`src/rtl/sram_stream_reader.sv`:
```
// sram_stream_reader: sequential single-SRAM read initiator streaming through a 2-entry skid FIFO; define SRAM_STREAM_PERF_EN for the stall counter
module sram_stream_reader #(
  parameter int NUM_SRAMS      = 4,
  parameter int MAX_ADDR_WIDTH = 12,
  parameter int SRAM_WIDTH_O   = 64,
  parameter int SEL_W          = NUM_SRAMS > 1 ? $clog2(NUM_SRAMS) : 1
) (
  input  logic                                 clk,
  input  logic                                 rst,
  input  logic                                 start,
  input  logic [SEL_W-1:0]                     sram_sel,
  input  logic [MAX_ADDR_WIDTH-1:0]            base_addr,
  input  logic [MAX_ADDR_WIDTH:0]              len,
  output logic                                 busy,
  output logic                                 done,
  output logic                                 err,
  output logic [NUM_SRAMS-1:0]                 en,
  output logic [NUM_SRAMS-1:0]                 we,
  output logic [NUM_SRAMS*MAX_ADDR_WIDTH-1:0]  addr,
  input  logic [NUM_SRAMS*SRAM_WIDTH_O-1:0]    data_out,
  output logic [SRAM_WIDTH_O-1:0]              m_tdata,
  output logic                                 m_tvalid,
  input  logic                                 m_tready,
  output logic                                 m_tlast,
  output logic [31:0]                          perf_stall_cnt
);
  localparam int AW = MAX_ADDR_WIDTH;
  localparam int DW = SRAM_WIDTH_O;
  typedef enum logic [1:0] {IDLE, RUN, DRAIN} state_t;
  state_t state;
  logic [SEL_W-1:0] sel_q, cur_sel;
  logic [AW-1:0] base_q, cur_addr;
  logic [AW:0] len_q, issued;
  logic inflight, inflight_last;
  logic [DW-1:0] fifo_data [2];
  logic [1:0] fifo_last;
  logic rd_ptr, wr_ptr;
  logic [1:0] count;
  logic [2:0] credit;
  logic [DW-1:0] rd_data;
  logic idle, sel_ok, accept, pop, fire, fire_last;
  assign we = '0;
  assign m_tvalid = count != 2'd0;
  assign m_tdata = fifo_data[rd_ptr];
  assign m_tlast = m_tvalid && fifo_last[rd_ptr];
  always_comb begin
    idle = state == IDLE;
    sel_ok = int'(sram_sel) < NUM_SRAMS;
    accept = idle && start && sel_ok && len != '0;
    pop = m_tvalid && m_tready;
    credit = 3'(count) + 3'(inflight);
    fire = accept || (state == RUN && issued < len_q && credit < 3'd2 + 3'(pop));
    fire_last = idle ? len == {{AW{1'b0}}, 1'b1} : issued == len_q - 1'b1;
    cur_sel = idle ? sram_sel : sel_q;
    cur_addr = idle ? base_addr : base_q + issued[AW-1:0];
    rd_data = '0;
    for (int i = 0; i < NUM_SRAMS; i++) begin
      en[i] = fire && cur_sel == SEL_W'(i);
      addr[i*AW +: AW] = en[i] ? cur_addr : '0;
      rd_data = sel_q == SEL_W'(i) ? data_out[i*DW +: DW] : rd_data;
    end
  end
  always_ff @(posedge clk) begin
    if (rst) begin
      state <= IDLE;
      busy <= 1'b0;
      done <= 1'b0;
      err <= 1'b0;
      sel_q <= '0;
      base_q <= '0;
      len_q <= '0;
      issued <= '0;
      inflight <= 1'b0;
      inflight_last <= 1'b0;
      fifo_data[0] <= '0;
      fifo_data[1] <= '0;
      fifo_last <= '0;
      rd_ptr <= 1'b0;
      wr_ptr <= 1'b0;
      count <= '0;
    end else begin
      done <= 1'b0;
      err <= 1'b0;
      inflight <= fire;
      inflight_last <= fire && fire_last;
      if (fire) issued <= idle ? {{AW{1'b0}}, 1'b1} : issued + 1'b1;
      if (inflight) begin
        fifo_data[wr_ptr] <= rd_data;
        fifo_last[wr_ptr] <= inflight_last;
        wr_ptr <= !wr_ptr;
      end
      if (pop) rd_ptr <= !rd_ptr;
      count <= count + 2'(inflight) - 2'(pop);
      case (state)
        IDLE: if (start) begin
          done <= !accept;
          err <= !sel_ok;
          busy <= accept;
          if (accept) begin
            sel_q <= sram_sel;
            base_q <= base_addr;
            len_q <= len;
            state <= fire_last ? DRAIN : RUN;
          end
        end
        RUN: if (fire && fire_last) state <= DRAIN;
        DRAIN: if (pop && m_tlast) begin
          state <= IDLE;
          busy <= 1'b0;
          done <= 1'b1;
        end
        default: state <= IDLE;
      endcase
    end
  end
  always_ff @(posedge clk) begin
    if (!rst) begin
      assert (!(inflight && !pop && count == 2'd2));
      assert (credit <= 3'd2);
    end
  end
`ifdef SRAM_STREAM_PERF_EN
  logic [31:0] stall_q;
  always_ff @(posedge clk) begin
    if (rst || (idle && start)) stall_q <= '0;
    else if (m_tvalid && !m_tready && stall_q != '1) stall_q <= stall_q + 1'b1;
  end
  assign perf_stall_cnt = stall_q;
`else
  assign perf_stall_cnt = '0;
`endif
endmodule

```
`config.mk`:
```
export PLATFORM = sky130hd
export DESIGN_NAME = sram_stream_reader
export DESIGN_NICKNAME = d
export VERILOG_FILES = /design/src/rtl/sram_stream_reader.sv
export SDC_FILE = /design/constraint.sdc
export NUM_CORES = 1
export LEC_CHECK = 0
export ABC_CLOCK_PERIOD_IN_PS = 4600
export CORE_AREA = 2 2 172 174
export CTS_CLUSTER_DIAMETER = 100
export DETAILED_ROUTE_END_ITERATION = 16
export DIE_AREA = 0 0 174 176
export PLACE_DENSITY = 0.73
export SLEW_MARGIN = 20
export SYNTH_ARGS = -nofsm -noshare
export SYNTH_HDL_FRONTEND = slang
export SYNTH_SLANG_ARGS = --single-unit
```
`constraint.sdc`:
```
create_clock -name clk -period 4.6 [get_ports clk]
set_clock_uncertainty 0.1 [all_clocks]
set_input_delay 1.15 -clock clk [delete_from_list [all_inputs] [get_ports clk]]
set_output_delay 1.15 -clock clk [all_outputs]
set_load 0.02 [all_outputs]
```
* After elaboration in Yosys (flattened, before gate mapping)
Memories as Yosys holds them, arrays and structs flattened. A register that Yosys moved wholly into a read port is not among the register bits. Index checks and enable logic that the tools add are counted.
Word-level totals: flip-flop bits (word level) 52, latch bits 0, memory bits (writable) 128, ROM bits 0, output and inout bits 157, logic and storage cells 106, memories kept 1
Memories:
- fifo_data | words 2, width 64, read ports 1, clocked after Yosys merged registers in 1, write ports 2, line 35 | logic [DW-1:0] fifo_data [2];
Operators by class: add/sub/neg operators 7, $mul 0, div/mod/pow operators 0, order comparisons 5, eq/ne operators 14, shift-type cells 0, multiplexer cells 39, bitwise operators 0, reduce and logical (&&, ||, !) cells 27
Operators by type and width (count):
- two-way mux 64 bit | 5
- OR reduction 64 bit | 1
- two-way mux 12 bit | 5
- two-way mux 1 bit | 17
- adder 13 x 1 -> 13 bit (second input constant) | 1
- equality test 13 x 1 -> 1 bit (second input constant) | 1
- equality test 13 bit | 1
- logical AND 1 bit | 13
- < comparator 13 bit | 1
- two-way mux 13 bit | 1
- nonzero test 13 bit | 1
- subtractor 13 x 1 -> 13 bit (second input constant) | 1
- adder 12 bit | 1
- two-way mux 2 bit | 6
- equality test 2 bit (second input constant) | 5
- equality test 2 x 1 -> 1 bit (second input constant) | 3
- logical NOT 2 bit | 3
- one-hot mux 2 bit (3 select lines) | 1
- AND reduction 3 bit | 2
- < comparator 1 x 2 -> 1 bit (second input constant) | 2
- inequality test 2 x 1 -> 1 bit (second input constant) | 2
- inequality test 2 bit (second input constant) | 2
- one-hot mux 1 bit (2 select lines) | 2
- AND reduction 4 bit | 1
- 11 further kinds | 14

* Logic depth before layout (Yosys ltp)
Gate-level depths: netlist of run 1.
word-level depth 9, mapped depth 11

* Least setup slack after synthesis of run 1
OpenSTA, ideal clock, no wires.
path kind input -> output, start input len[12], end output en[2], data arrival time 2.940 ns, required time 3.350 ns, setup slack 0.410 ns, cell stages on the path 8, path buffers 1, cells stage by stage or4_1 -> nor2_2 -> a31oi_4 -> a211oi_4 -> nand2b_1 -> nand2b_1 -> buf_2 -> inv_1
On the way: word-level cells in the longest chain between the ends 4
RTL lines:
- start, declared | line 13 | input logic [MAX_ADDR_WIDTH:0] len,
- nonzero test 13 bit | line 49 | accept = idle && start && sel_ok && len != '0;
- logical AND 1 bit | line 49
- logical OR 1 bit | line 52 | fire = accept || (state == RUN && issued < len_q && credit < 3'd2 + 3'(pop));
- logical AND 1 bit | line 58 | en[i] = fire && cur_sel == SEL_W'(i);
- end, declared | line 17 | output logic [NUM_SRAMS-1:0] en,
No other way between the ends.

* Worst setup path in the final report of run 1
start input len[10], end output addr[24]
On the way: word-level cells in the longest chain between the ends 5
RTL lines:
- nonzero test 13 bit | line 49
- logical AND 1 bit | line 49
- logical OR 1 bit | line 52
- logical AND 1 bit | line 58
- two-way mux 12 bit | line 59 | addr[i*AW +: AW] = en[i] ? cur_addr : '0;
- end, declared | line 19 | output logic [NUM_SRAMS*MAX_ADDR_WIDTH-1:0] addr,
No other way between the ends.

==> Flow_metrics.wiki, run 1 <==
{| class="wikitable"
! Metric !! Value
|-
| Number of clock sinks seen by CTS || 181
|-
| Non-Filler Cell Area, Final || 0.0161 mm²
|-
| Origin of the worst min-delay path || base_q[4]
|-
| Async SR Flop Fraction || 0
|-
| Unrepaired setup endpoints after global routing || no
|-
| Count of boundary I/O pins || 444
|-
| Cell area after technology mapping || 0.0111 mm²
|-
| Gr usage total || 0.215
|-
| Max Slew Vio Count || 0
|-
| Pre-Repair DR Iteration Count || 4
|-
| CTS tree || done
|-
| Average wire per standard cell || 19.0 µm
|-
| Number of maximum-capacitance constraint violations || 0
|-
| Clock insertion delay at the later pin of the skew report || 0.43 ns
|-
| Deepest clock path buffer count || 2
|-
| First-pass GRT wire length || 50.8 mm
|-
| Number of hold violations in the final report || 0
|-
| Number of global-route vias before repair || 9021
|-
| CP max-delay cell || sky130_fd_sc_hd__or4_4
|-
| Final clock period utilization by the worst path || 0.986
|-
| Kind of start point of the critical path || input pin
|-
| Endpoint type of the worst setup path || primary output
|-
| Critical path cell sequence || dlygate4sd2_1, or4_4, nor2_4, a31oi_4, a211oi_4, buf_4, nand2b_4, nand2b_4, buf_12, nor2_1, buf_2
|-
| Detailed-placement wirelength estimate || 25.3 mm
|-
| Num CTS Buffers || 17
|-
| Power per Cell Area || 330 mW/mm²
|-
| Floorplan die area || 0.0306 mm²
|-
| Number of nets with antenna violations after routing || 0
|-
| Post-detailed-route via-to-cell ratio || 5.06
|-
| Family with the most delay on the worst path || simple AND/OR/NAND/NOR gates
|-
| Sum of buffers and inverters on the critical path || 4
|-
| Hold WC Path Type || reg -> reg
|-
| Final setup vio count || 0
|-
| Number of placed instances, taps included || 1740
|-
| Fraction of the yosys area taken by sequential cells || 0.443
|-
| DRC violations left || 0
|-
| Worst IR drop on VDD || 187 µV
|-
| Highest Clock Rate || 220 MHz
|-
| Launching element of the worst setup path || len[10]
|-
| Total leakage power || 6.27 nW
|-
| Worst relative slew slack || 0.383
|-
| Kind of critical path || in -> out
|-
| Post-Synthesis Cells || 967
|-
| Clock-pin transition on the worst setup and hold timing paths || 0.07 ns
|-
| Number of rows created at floorplan || 62
|-
| Area added between synthesis and finish || 45.4%
|-
| Antenna violations before repair || 1
|-
| Count of yosys warnings during synthesis || 0
|-
| Required time reported for the critical path endpoint || 3.35 ns
|-
| Number of flops mapped to enable cells by yosys || 128
|-
| Placement Setup Slack || -0.469 ns
|-
| Port Buffer Count || 406
|-
| Fin Hold WS || 0.365 ns
|-
| Average cell area after synthesis || 11.4 µm²
|-
| Initial standard-cell utilization of the core || 0.387
|-
| Leading register cell type out of synthesis || sky130_fd_sc_hd__edfxtp_1
|-
| DP Area || 0.0156 mm²
|-
| NumNets Final || 1697
|-
| Gp weighted congestion || 0.804
|-
| DRC violation total after the first TritonRoute iteration || 437
|-
| Worst-Margin Slew || 0.925 ns
|-
| Arrival time reported for the critical path endpoint || 3.29 ns
|-
| Run status || finished clean
|-
| Number of distinct library cells after synthesis || 65
|-
| Number of vias after detailed routing || 8993
|-
| DIE HEIGHT || 176 µm
|-
| Clock root buffer master || sky130_fd_sc_hd__clkbuf_16
|-
| Final-layout setup total negative slack || 0 ns
|-
| Final Non-Filler Cells || 1777
|-
| Setup WS post-layout || 0.0626 ns
|-
| H-tree Lvls || 4
|-
| Final cell utilization of the core || 0.564
|-
| GR Overflow Total || 0
|-
| Tmin final || 4.54 ns
|-
| Flop and latch count out of synthesis || 181
|-
| Share of layout cells above drive strength 1 || 0.206
|-
| Worst Path Max Fanout || 7
|-
| Width of the chip || 174 µm
|-
| Largest stage delay on the critical path || 0.55 ns
|-
| CP dominant cell by count || sky130_fd_sc_hd__nand2b_4
|-
| Total power consumption of the routed design || 5.30 mW
|-
| Maximum number of pins on one net before global-route repair || 66
|-
| Source of the worst register-to-register timing path || issued[6]
|-
| Count of hold buffers inserted by post-cts repair || 0
|-
| Final routed wirelength across all metal layers || 33.8 mm
|-
| CORE AREA || 0.0285 mm²
|}
[cells by family (layout without fill, tap and decap cells)]
logic type	Yosys count	in the layout	synth area share
AO/OA/AOI/OAI	93	93	0.0545
XOR/XNOR	40	40	0.0317
adder cells (fa/ha/maj)	31	31	0.0357
buffers and inverters	129	518	0.0594
flip-flops	181	181	0.443
multiplexers	137	137	0.204
other	1	38	0.000339
AND/OR/NAND/NOR	355	355	0.171
[flip-flops by register name (all words and copies together), names as in the netlist, 2 cells and up, named ones only]
register / count
state: 2
sel_q: 2
issued: 13
len_q: 13
fifo_data: 128
count: 2
base_q: 12
fifo_last: 2
[what timing repair did]
action,4_1_cts,5_1_grt
pin swaps,6,4
gates resized for setup,234,5
setup endpoints to repair,52,26
buffers inserted,3,0
gates cloned,2,0
hold endpoints to repair,0,0
[worst register-to-register path: stages, from the launching register on]
cell and delay [ns]:
sky130_fd_sc_hd__dfxtp_1 0.58, sky130_fd_sc_hd__ha_1 0.34, sky130_fd_sc_hd__a211o_1 0.28, sky130_fd_sc_hd__o211ai_1 0.13
sky130_fd_sc_hd__and4_4 0.28, sky130_fd_sc_hd__a211oi_4 0.08, sky130_fd_sc_hd__buf_4 0.23, sky130_fd_sc_hd__nor4bb_1 0.42
sky130_fd_sc_hd__xnor2_1 0.17, sky130_fd_sc_hd__nor2_1 0.05
[per-layer routing]
layer | routed length (µm) | track usage | part of all wire
met5 | 0 | 0 | 0
met4 | 854 | 0.0665 | 0.025
met3 | 1820 | 0.0422 | 0.054
met2 | 18000 | 0.400 | 0.53
met1 | 13200 | 0.251 | 0.39
[synthesized netlist by cell type (3+ instances only)]
library cell               instances  area share
sky130_fd_sc_hd__nor2b_1           5      0.0028
sky130_fd_sc_hd__and2_1          130       0.074
sky130_fd_sc_hd__nand3b_1          4      0.0027
sky130_fd_sc_hd__nand2b_1          3      0.0017
sky130_fd_sc_hd__a21oi_1          38       0.017
sky130_fd_sc_hd__nand3_1           6      0.0027
sky130_fd_sc_hd__o211ai_1          3      0.0020
sky130_fd_sc_hd__mux2_2           64       0.065
sky130_fd_sc_hd__nor4b_1           4      0.0032
sky130_fd_sc_hd__clkbuf_1         43       0.015
sky130_fd_sc_hd__or4_1             3      0.0020
sky130_fd_sc_hd__nor4_1            3      0.0017
sky130_fd_sc_hd__xor2_1           12      0.0095
sky130_fd_sc_hd__or3_1             5      0.0028
sky130_fd_sc_hd__nor3_1           13      0.0059
sky130_fd_sc_hd__nor2_1           84       0.029
sky130_fd_sc_hd__buf_4            38       0.026
sky130_fd_sc_hd__edfxtp_1        128        0.35
sky130_fd_sc_hd__inv_1            32       0.011
sky130_fd_sc_hd__mux4_2           64        0.13
sky130_fd_sc_hd__o21ai_0          16      0.0072
sky130_fd_sc_hd__nand2_1          71       0.024
sky130_fd_sc_hd__dfxtp_1          53       0.096
sky130_fd_sc_hd__a21o_1            8      0.0054
sky130_fd_sc_hd__nand4_1           6      0.0034
sky130_fd_sc_hd__a31oi_1           4      0.0023
sky130_fd_sc_hd__ha_1             30       0.034
sky130_fd_sc_hd__mux2i_1           9      0.0081
sky130_fd_sc_hd__xnor2_1          28       0.022
sky130_fd_sc_hd__nor3b_1           4      0.0027
sky130_fd_sc_hd__buf_2            12      0.0054
[power breakdown]
group | total [mW] | internal [mW] | switching, mW
combinational | 1.81 | 0.953 | 0.854
sequential | 2.05 | 1.92 | 0.137
clock | 1.44 | 0.732 | 0.711
[cells in the final DEF (no fill, tap or decap), types with 30 or more instances in the layout]
| cell type | instances |
|---|---|
| sky130_fd_sc_hd__a21oi_1 | 38 |
| sky130_fd_sc_hd__and2_1 | 130 |
| sky130_fd_sc_hd__buf_2 | 45 |
| sky130_fd_sc_hd__buf_4 | 48 |
| sky130_fd_sc_hd__clkdlybuf4s50_1 | 345 |
| sky130_fd_sc_hd__conb_1 | 37 |
| sky130_fd_sc_hd__dfxtp_1 | 50 |
| sky130_fd_sc_hd__edfxtp_1 | 128 |
| sky130_fd_sc_hd__ha_1 | 30 |
| sky130_fd_sc_hd__inv_1 | 32 |
| sky130_fd_sc_hd__mux2_2 | 64 |
| sky130_fd_sc_hd__mux4_2 | 64 |
| sky130_fd_sc_hd__nand2_1 | 70 |
| sky130_fd_sc_hd__nor2_1 | 82 |
[area by class of cell]
type	instances	area [µm²]
Fill cell	2487	12500
Sequential cell	181	4920
Multi-Input combinational cell	693	5700
Timing Repair Buffer	454	4290
Antenna cell	1	2.50
Clock inverter	14	155
Tap cell	384	480
Inverter	32	120
Clock buffer	18	429
[worst paths after layout]
kind,end,slack [ns],depth (start not counted)
worst min register to register,base_q[4],0.36,2
worst min-delay path,base_q[4],0.36,2
worst max-delay path,addr[24],0.06,11
worst max register to register,issued[10],1.84,9
(Power assumes the default switching activity.)
==> run 2: changes to the inputs <==
Settings changed: GPL_TIMING_DRIVEN from default to 0.
==> Flow_metrics.wiki, run 2 (same netlist as run 1, synthesis figures left out) <==
{| class="wikitable"
! Metric !! Value
|-
| Final clock period utilization by the worst path || 0.976 (-0.0104)
|-
| Highest-count cells in the layout ignoring fill and taps || sky130_fd_sc_hd__clkdlybuf4s50_1 (345), sky130_fd_sc_hd__and2_1 (130), sky130_fd_sc_hd__edfxtp_1 (128), sky130_fd_sc_hd__nor2_1 (84), sky130_fd_sc_hd__nand2_1 (70)
|-
| Run status || finished clean
|-
| Source of the worst register-to-register timing path || issued[3]
|-
| Width of the chip || 174 µm (unchanged)
|-
| Unrepaired setup endpoints after global routing || no
|-
| CTS tree || done
|-
| Share of layout cells above drive strength 1 || 0.202 (-0.00424)
|-
| Total leakage power || 6.40 nW (+2.2%)
|-
| Post-detailed-route via-to-cell ratio || 5.01 (-1.0%)
|-
| Average wire per standard cell || 19.5 µm (+2.5%)
|-
| Required time reported for the critical path endpoint || 3.35 ns (about the same)
|-
| Biggest registers after layout || fifo_data x128, issued x13, len_q x13
|-
| Number of vias after detailed routing || 9169 (+2.0%)
|-
| Worst IR drop on VDD || 215 µV (+15%)
|-
| Kind of critical path || in -> out
|-
| Gp weighted congestion || 0.887 (+10%)
|-
| Count of boundary I/O pins || 444 (unchanged)
|-
| Clock-pin transition on the worst setup and hold timing paths || 0.08 ns (about the same)
|-
| Fill cell instance count of the final layout || 2528 (+1.6%)
|-
| DRC violations left || 0 (unchanged)
|-
| Worst hold path cell count || 2 (unchanged)
|-
| Logic depth of the worst register-to-register path || 10 (+1)
|-
| Final routed wirelength across all metal layers || 35.7 mm (+5.6%)
|-
| Antenna cell count || 0 (-1)
|-
| Largest reg by FF count || fifo_data
|-
| Worst-Margin Slew || 0.992 ns (+0.0671 ns)
|-
| Clock root buffer master || sky130_fd_sc_hd__clkbuf_16
|-
| Kind of start point of the critical path || input pin
|-
| Max Slew Vio Count || 0 (unchanged)
|-
| Clock insertion delay at the later pin of the skew report || 0.43 ns (about the same)
|-
| Num CTS Buffers || 17 (unchanged)
|-
| Arrival time reported for the critical path endpoint || 3.24 ns (-0.05 ns)
|-
| H-tree Lvls || 4 (unchanged)
|-
| DRC violation total after the first TritonRoute iteration || 517 (+18%)
|-
| Number of rows created at floorplan || 62 (unchanged)
|-
| Tmin final || 4.49 ns (-0.0478 ns)
|-
| Worst r2r dst || issued[4]
|-
| Worst min-delay path endpoint || base_q[3]
|-
| Origin of the worst min-delay path || base_q[3]
|-
| Endpoint type of the worst setup path || primary output
|-
| GR Overflow Total || 0 (unchanged)
|-
| Hold WC Path Type || reg -> reg
|-
| Final cell utilization of the core || 0.573 (+0.00938)
|-
| CORE AREA || 0.0285 mm² (unchanged)
|-
| Detailed-placement wirelength estimate || 28.1 mm (+11%)
|-
| Deepest clock path buffer count || 2 (unchanged)
|-
| Power per Cell Area || 327 mW/mm² (-0.70%)
|-
| Initial standard-cell utilization of the core || 0.387 (unchanged)
|-
| Gr usage total || 0.229 (+0.0137)
|-
| Worst relative slew slack || 0.339 (-0.0447)
|-
| Count of hold buffers inserted by post-cts repair || 0 (unchanged)
|-
| Commonest non-fill, non-tap cell in the layout || sky130_fd_sc_hd__clkdlybuf4s50_1
|-
| NumNets Final || 1751 (+3.2%)
|-
| Final setup vio count || 0 (unchanged)
|-
| Port Buffer Count || 405 (-0.25%)
|-
| Number of nets with antenna violations after routing || 0 (unchanged)
|-
| Number of clock sinks seen by CTS || 181 (unchanged)
|-
| Total power consumption of the routed design || 5.35 mW (+0.96%)
|-
| Number of global-route vias before repair || 9213 (+2.1%)
|-
| First-pass GRT wire length || 53.2 mm (+4.6%)
|-
| FF-to-FF setup slack || 1.65 ns (-0.19 ns)
|-
| Worst Path Max Fanout || 4 (-3)
|-
| Floorplan die area || 0.0306 mm² (unchanged)
|-
| DIE HEIGHT || 176 µm (unchanged)
|-
| Pre-Repair DR Iteration Count || 5 (+1)
|-
| Area added between synthesis and finish || 47.9%
|-
| Number of maximum-capacitance constraint violations || 0 (unchanged)
|-
| Number of hold violations in the final report || 0 (unchanged)
|-
| Max FFs per register || 128 (unchanged)
|-
| Antenna violations before repair || 0 (-1)
|-
| Highest Clock Rate || 223 MHz (+1.1%)
|-
| Maximum number of pins on one net before global-route repair || 48 (-27%)
|}
[run 2: cell count changes in the layout (fill, tap and decap cells not counted), moves of 3 or more]
cell / delta
sky130_fd_sc_hd__clkbuf_1: +41
sky130_fd_sc_hd__buf_12: -6
sky130_fd_sc_hd__buf_6: +6
sky130_fd_sc_hd__clkdlybuf4s15_2: +6
sky130_fd_sc_hd__buf_4: -4
sky130_fd_sc_hd__dlygate4sd2_1: +4
sky130_fd_sc_hd__dfxtp_4: -3
[run 2: metal layers]
layer  up-vias  global-route usage  part of all wire
met5         -                   0                 0
met4         0              0.0830             0.032
met3        52              0.0482             0.056
met2       327               0.420              0.53
met1      4451               0.264              0.38
li1       4339                   -                 -
[run 2: worst max-delay path: stages]
cell	delay, ns
sky130_fd_sc_hd__clkdlybuf4s50_1	0.47
sky130_fd_sc_hd__o21ai_2	0.09
sky130_fd_sc_hd__o21ai_2	0.20
sky130_fd_sc_hd__and4_1	0.27
sky130_fd_sc_hd__a211oi_4	0.06
sky130_fd_sc_hd__buf_6	0.15
sky130_fd_sc_hd__or3_4	0.36
sky130_fd_sc_hd__nor2_1	0.19
sky130_fd_sc_hd__clkdlybuf4s15_2	0.29
[run 2: stage by stage]
step | setup TNS [ns] | setup WS, ns | hold slack (ns) | std cells | cell area (µm²)
after global routing | 0 | 0.0143 | 0.384 | 1830 | 16400
final | 0 | 0.110 | 0.365 | 1830 | 16400
after global placement | -40.27 | -0.930 | 0.339 | 1792 | 15700
after detailed placement | -40.41 | -0.913 | 0.352 | 1794 | 15800
after floorplan | 0 | 0.410 | 0.325 | 1003 | 11200
after CTS | 0 | 0.00275 | 0.363 | 1830 | 16300
[run 2: how the worst max path moves through the flow]
| stage | startpoint | end | cells after the start |
|---|---|---|---|
| detailed placement | len[7] | addr[33] | 10 |
| finish | m_tready | addr[23] | 9 |
| floorplan | len[12] | en[2] | 8 |
| global route | len_q[5] | en[1] | 11 |
| global placement | len[7] | addr[33] | 10 |
| CTS | m_tready | addr[11] | 10 |
[run 2: final cells by class]
type | count | area, µm² | share of cell area
Multi-Input combinational cell | 693 | 5720 | 0.350
Sequential cell | 181 | 4910 | 0.300
Timing Repair Buffer | 413 | 3990 | 0.244
Buffer | 95 | 562 | 0.0343
Tap cell | 384 | 480 | 0.0294
Clock buffer | 18 | 429 | 0.0262
Clock inverter | 14 | 154 | 0.00941
Inverter | 32 | 120 | 0.00734
[run 2: where the power goes]
part / switching, mW / internal [mW] / total (mW) / leakage (nW)
sequential: 0.0659 / 1.91 / 1.98 / 1.78
clock: 0.711 / 0.729 / 1.44 / 0.282
combinational: 0.962 / 0.974 / 1.94 / 4.34
[run 2: timing repair]
action	4_1_cts	5_1_grt
setup buffers	3	1
pin swaps	6	4
gates resized for setup	213	12
cloned	2	0
endpoints found under the setup margin	52	51
==> run 3: changes to the inputs <==
Settings changed: ABC_CLOCK_PERIOD_IN_PS 4600 to 3650, CELL_PAD_IN_SITES_DETAIL_PLACEMENT from default to 0, CELL_PAD_IN_SITES_GLOBAL_PLACEMENT from default to 1, CORE_AREA 2 2 172 174 to default, CORE_UTILIZATION from default to 30, DIE_AREA 0 0 174 176 to default, PLACE_DENSITY 0.73 to default, PLACE_DENSITY_LB_ADDON from default to 0.1, SETUP_SLACK_MARGIN from default to 0.1.
Clock period 4.6 ns to 3.65 ns, I/O delays scaled along.
==> Flow_metrics.wiki, run 3 (same netlist as run 1, synthesis figures left out) <==
{| class="wikitable"
! Metric !! Value
|-
| Worst IR drop on VDD || 324 µV (+50%)
|-
| Initial standard-cell utilization of the core || 0.308 (-0.0795)
|-
| Final setup vio count || 52 (+52)
|-
| Required time reported for the critical path endpoint || 2.64 ns (-0.71 ns)
|-
| Final clock period utilization by the worst path || 1.09
|-
| Worst-Margin Slew || 1.02 ns (+0.0252 ns)
|-
| Number of placed instances, taps included || 1871 (+4.3%)
|-
| Fill cell instance count of the final layout || 3343 (+32%)
|-
| Area added between synthesis and finish || 61.3%
|-
| Number of maximum-capacitance constraint violations || 0 (unchanged)
|-
| Setup WS post-layout || -0.334 ns (-0.444 ns)
|-
| Hold WC Path Type || reg -> reg
|-
| CORE AREA || 0.0359 mm² (+26%)
|-
| Cell internal power dissipation || 4.69 mW (+30%)
|-
| Proportion of power drawn by the clock network || 0.256 (-0.013)
|-
| Pre-Repair DR Iteration Count || 4 (-1)
|-
| Logic depth of the worst register-to-register path || 26 (+16)
|-
| Number of clock sinks seen by CTS || 181 (unchanged)
|-
| Biggest registers after layout || fifo_data x128, issued x13, len_q x13
|-
| Endpoint type of the worst setup path || primary output
|-
| Post-detailed-route via-to-cell ratio || 4.74 (-5.5%)
|-
| Clock-pin transition on the worst setup and hold timing paths || 0.07 ns (about the same)
|-
| Floorplan die area || 0.0376 mm² (+23%)
|-
| Width of the chip || 194 µm (+12%)
|-
| Worst min-delay path endpoint || base_q[7]
|-
| Gr usage total || 0.203 (-0.0261)
|-
| Port Buffer Count || 405 (unchanged)
|-
| Failing checks || negative setup slack
|-
| H-tree Lvls || 4 (unchanged)
|-
| Share of layout cells above drive strength 1 || 0.303 (+0.101)
|-
| Kind of critical path || in -> out
|-
| Highest Clock Rate || 251 MHz
|-
| Origin of the worst min-delay path || base_q[7]
|-
| Max Slew Vio Count || 0 (unchanged)
|-
| Clock insertion delay at the later pin of the skew report || 0.44 ns (about the same)
|-
| Worst Path Max Fanout || 5 (+1)
|-
| Clock root buffer master || sky130_fd_sc_hd__clkbuf_16
|-
| Antenna violations before repair || 1 (+1)
|-
| GR Overflow Total || 0 (unchanged)
|-
| Source of the worst register-to-register timing path || len_q[6]
|-
| Highest-count cells in the layout ignoring fill and taps || sky130_fd_sc_hd__clkdlybuf4s50_1 (340), sky130_fd_sc_hd__and2_1 (130), sky130_fd_sc_hd__edfxtp_1 (128), sky130_fd_sc_hd__buf_6 (73), sky130_fd_sc_hd__nand2_1 (70)
|-
| Final routed wirelength across all metal layers || 39.0 mm (+9.1%)
|-
| Power per Cell Area || 391 mW/mm² (+19%)
|-
| Maximum number of pins on one net before global-route repair || 45 (-6.3%)
|-
| DIE HEIGHT || 194 µm (+10%)
|-
| Net load switching power || 2.28 mW (+31%)
|-
| Number of vias after detailed routing || 9259 (+0.98%)
|-
| Commonest non-fill, non-tap cell in the layout || sky130_fd_sc_hd__clkdlybuf4s50_1
|-
| Number of global-route vias before repair || 9347 (+1.5%)
|-
| DRC violations left || 0 (unchanged)
|-
| First-pass GRT wire length || 57.3 mm (+7.7%)
|-
| Net switching share of the total power || 0.328 (+0.00273)
|-
| Num CTS Buffers || 17 (unchanged)
|-
| Gp weighted congestion || 0.810 (-8.7%)
|-
| Total leakage power || 6.81 nW (+6.3%)
|-
| Max FFs per register || 128 (unchanged)
|-
| Sequential group share of total power || 0.360 (-0.009)
|-
| Detailed-placement wirelength estimate || 29.6 mm (+5.2%)
|-
| Tmin final || 3.98 ns
|-
| DRC violation total after the first TritonRoute iteration || 387 (-25%)
|-
| Kind of start point of the critical path || input pin
|-
| Total power consumption of the routed design || 6.97 mW (+30%)
|-
| Unrepaired setup endpoints after global routing || yes
|-
| Deepest clock path buffer count || 2 (unchanged)
|-
| Worst relative slew slack || 0.302 (-0.0362)
|-
| Average wire per standard cell || 19.9 µm (+2.1%)
|-
| Final Non-Filler Cells || 1955 (+6.8%)
|-
| Number of rows created at floorplan || 69 (+11%)
|-
| Worst hold path cell count || 2 (unchanged)
|-
| Worst r2r dst || state[0]
|-
| Number of nets with antenna violations after routing || 0 (unchanged)
|-
| Number of hold violations in the final report || 0 (unchanged)
|-
| Run status || finished, violations left
|-
| Antenna cell count || 0 (unchanged)
|-
| NumNets Final || 1800 (+2.8%)
|-
| Gate power share || 0.384 (+0.022)
|-
| Count of boundary I/O pins || 444 (unchanged)
|-
| CTS tree || done
|-
| FF-to-FF setup slack || 0.08 ns (-1.57 ns)
|-
| Arrival time reported for the critical path endpoint || 2.97 ns (-0.27 ns)
|-
| Largest reg by FF count || fifo_data
|}
-- run 3: cell types whose count changed in the layout (fill, tap and decap cells not counted), sizes merged --
cell / before / now
buf: 100 / 170
clkbuf: 61 / 58
clkdlybuf4s15: 7 / 1
clkdlybuf4s50: 345 / 340
clkinv: 6 / 9
dlygate4sd2: 11 / 5
dlymetal6s2s: 2 / 0
inv: 39 / 36
-- run 3: final cells by class --
class | instances | area [µm²] | area share
timing repair buffer | 462 | 4760 | 0.267
clock buffer | 17 | 425 | 0.0238
tap | 461 | 577 | 0.0323
sequential | 181 | 4930 | 0.277
buffer | 95 | 614 | 0.0344
multi-input combinational | 693 | 6250 | 0.350
inverter | 32 | 138 | 0.00772
clock inverter | 14 | 144 | 0.00807
-- run 3: per-stage QoR --
step                area, µm²  TNS, ns  worst slack [ns]  hold WS (ns)  utilization
floorplan               11400   -0.563           -0.0326         0.325            -
global placement        16000  -124.01             -1.41         0.351        0.446
detailed placement      16100   -68.47             -1.42         0.352        0.448
CTS                     17500   -10.98            -0.313         0.367        0.486
global route            17800   -17.19            -0.433         0.380        0.497
finish                  17800   -12.38            -0.334         0.370        0.497
-- run 3: metal layers --
layer,global-route usage,wire length (µm)
met5,0,0
met4,0.0497,745
met3,0.0379,1890
met2,0.375,20800
met1,0.241,15600
-- run 3: repair_timing --
| item | 4_1_cts | 5_1_grt |
|---|---|---|
| endpoints found under the setup margin | 112 | 55 |
| hold buffers | 0 | 0 |
| setup buffers | 42 | 14 |
| gates cloned | 4 | 0 |
| pin swaps | 21 | 26 |
| resized for setup | 433 | 88 |
-- run 3: how the worst max path moves through the flow --
stage / cells past startpoint / slack (ns) / to / start
6_report: 11 / -0.33 / addr[5] / len[7]
3_3_place_gp: 10 / -1.41 / addr[34] / len[7]
3_5_place_dp: 10 / -1.42 / addr[34] / len[7]
4_1_cts: 11 / -0.31 / addr[27] / len[12]
5_1_grt: 11 / -0.43 / addr[18] / len_q[9]
2_1_floorplan: 8 / -0.03 / addr[26] / len[7]
-- run 3: power groups by stage --
stage          Clock [mW]  Sequential (mW)  Combinational [mW]
6_report             1.79             2.51                2.68
5_1_grt              1.90             2.53                2.83
2_1_floorplan           0             2.51                1.34
3_5_place_dp            0             2.53                2.49
3_3_place_gp            0             2.53                2.46
4_1_cts              1.83             2.51                2.65
-- run 3: critical path: stages --
cell,delay [ns]
sky130_fd_sc_hd__buf_6,0.09
sky130_fd_sc_hd__or4_4,0.55
sky130_fd_sc_hd__nor2_4,0.17
sky130_fd_sc_hd__a31oi_4,0.14
sky130_fd_sc_hd__a211oi_4,0.29
sky130_fd_sc_hd__nand2b_4,0.19
sky130_fd_sc_hd__or2_4,0.14
sky130_fd_sc_hd__buf_12,0.11
sky130_fd_sc_hd__buf_8,0.11
sky130_fd_sc_hd__nor2_1,0.04
sky130_fd_sc_hd__buf_4,0.20
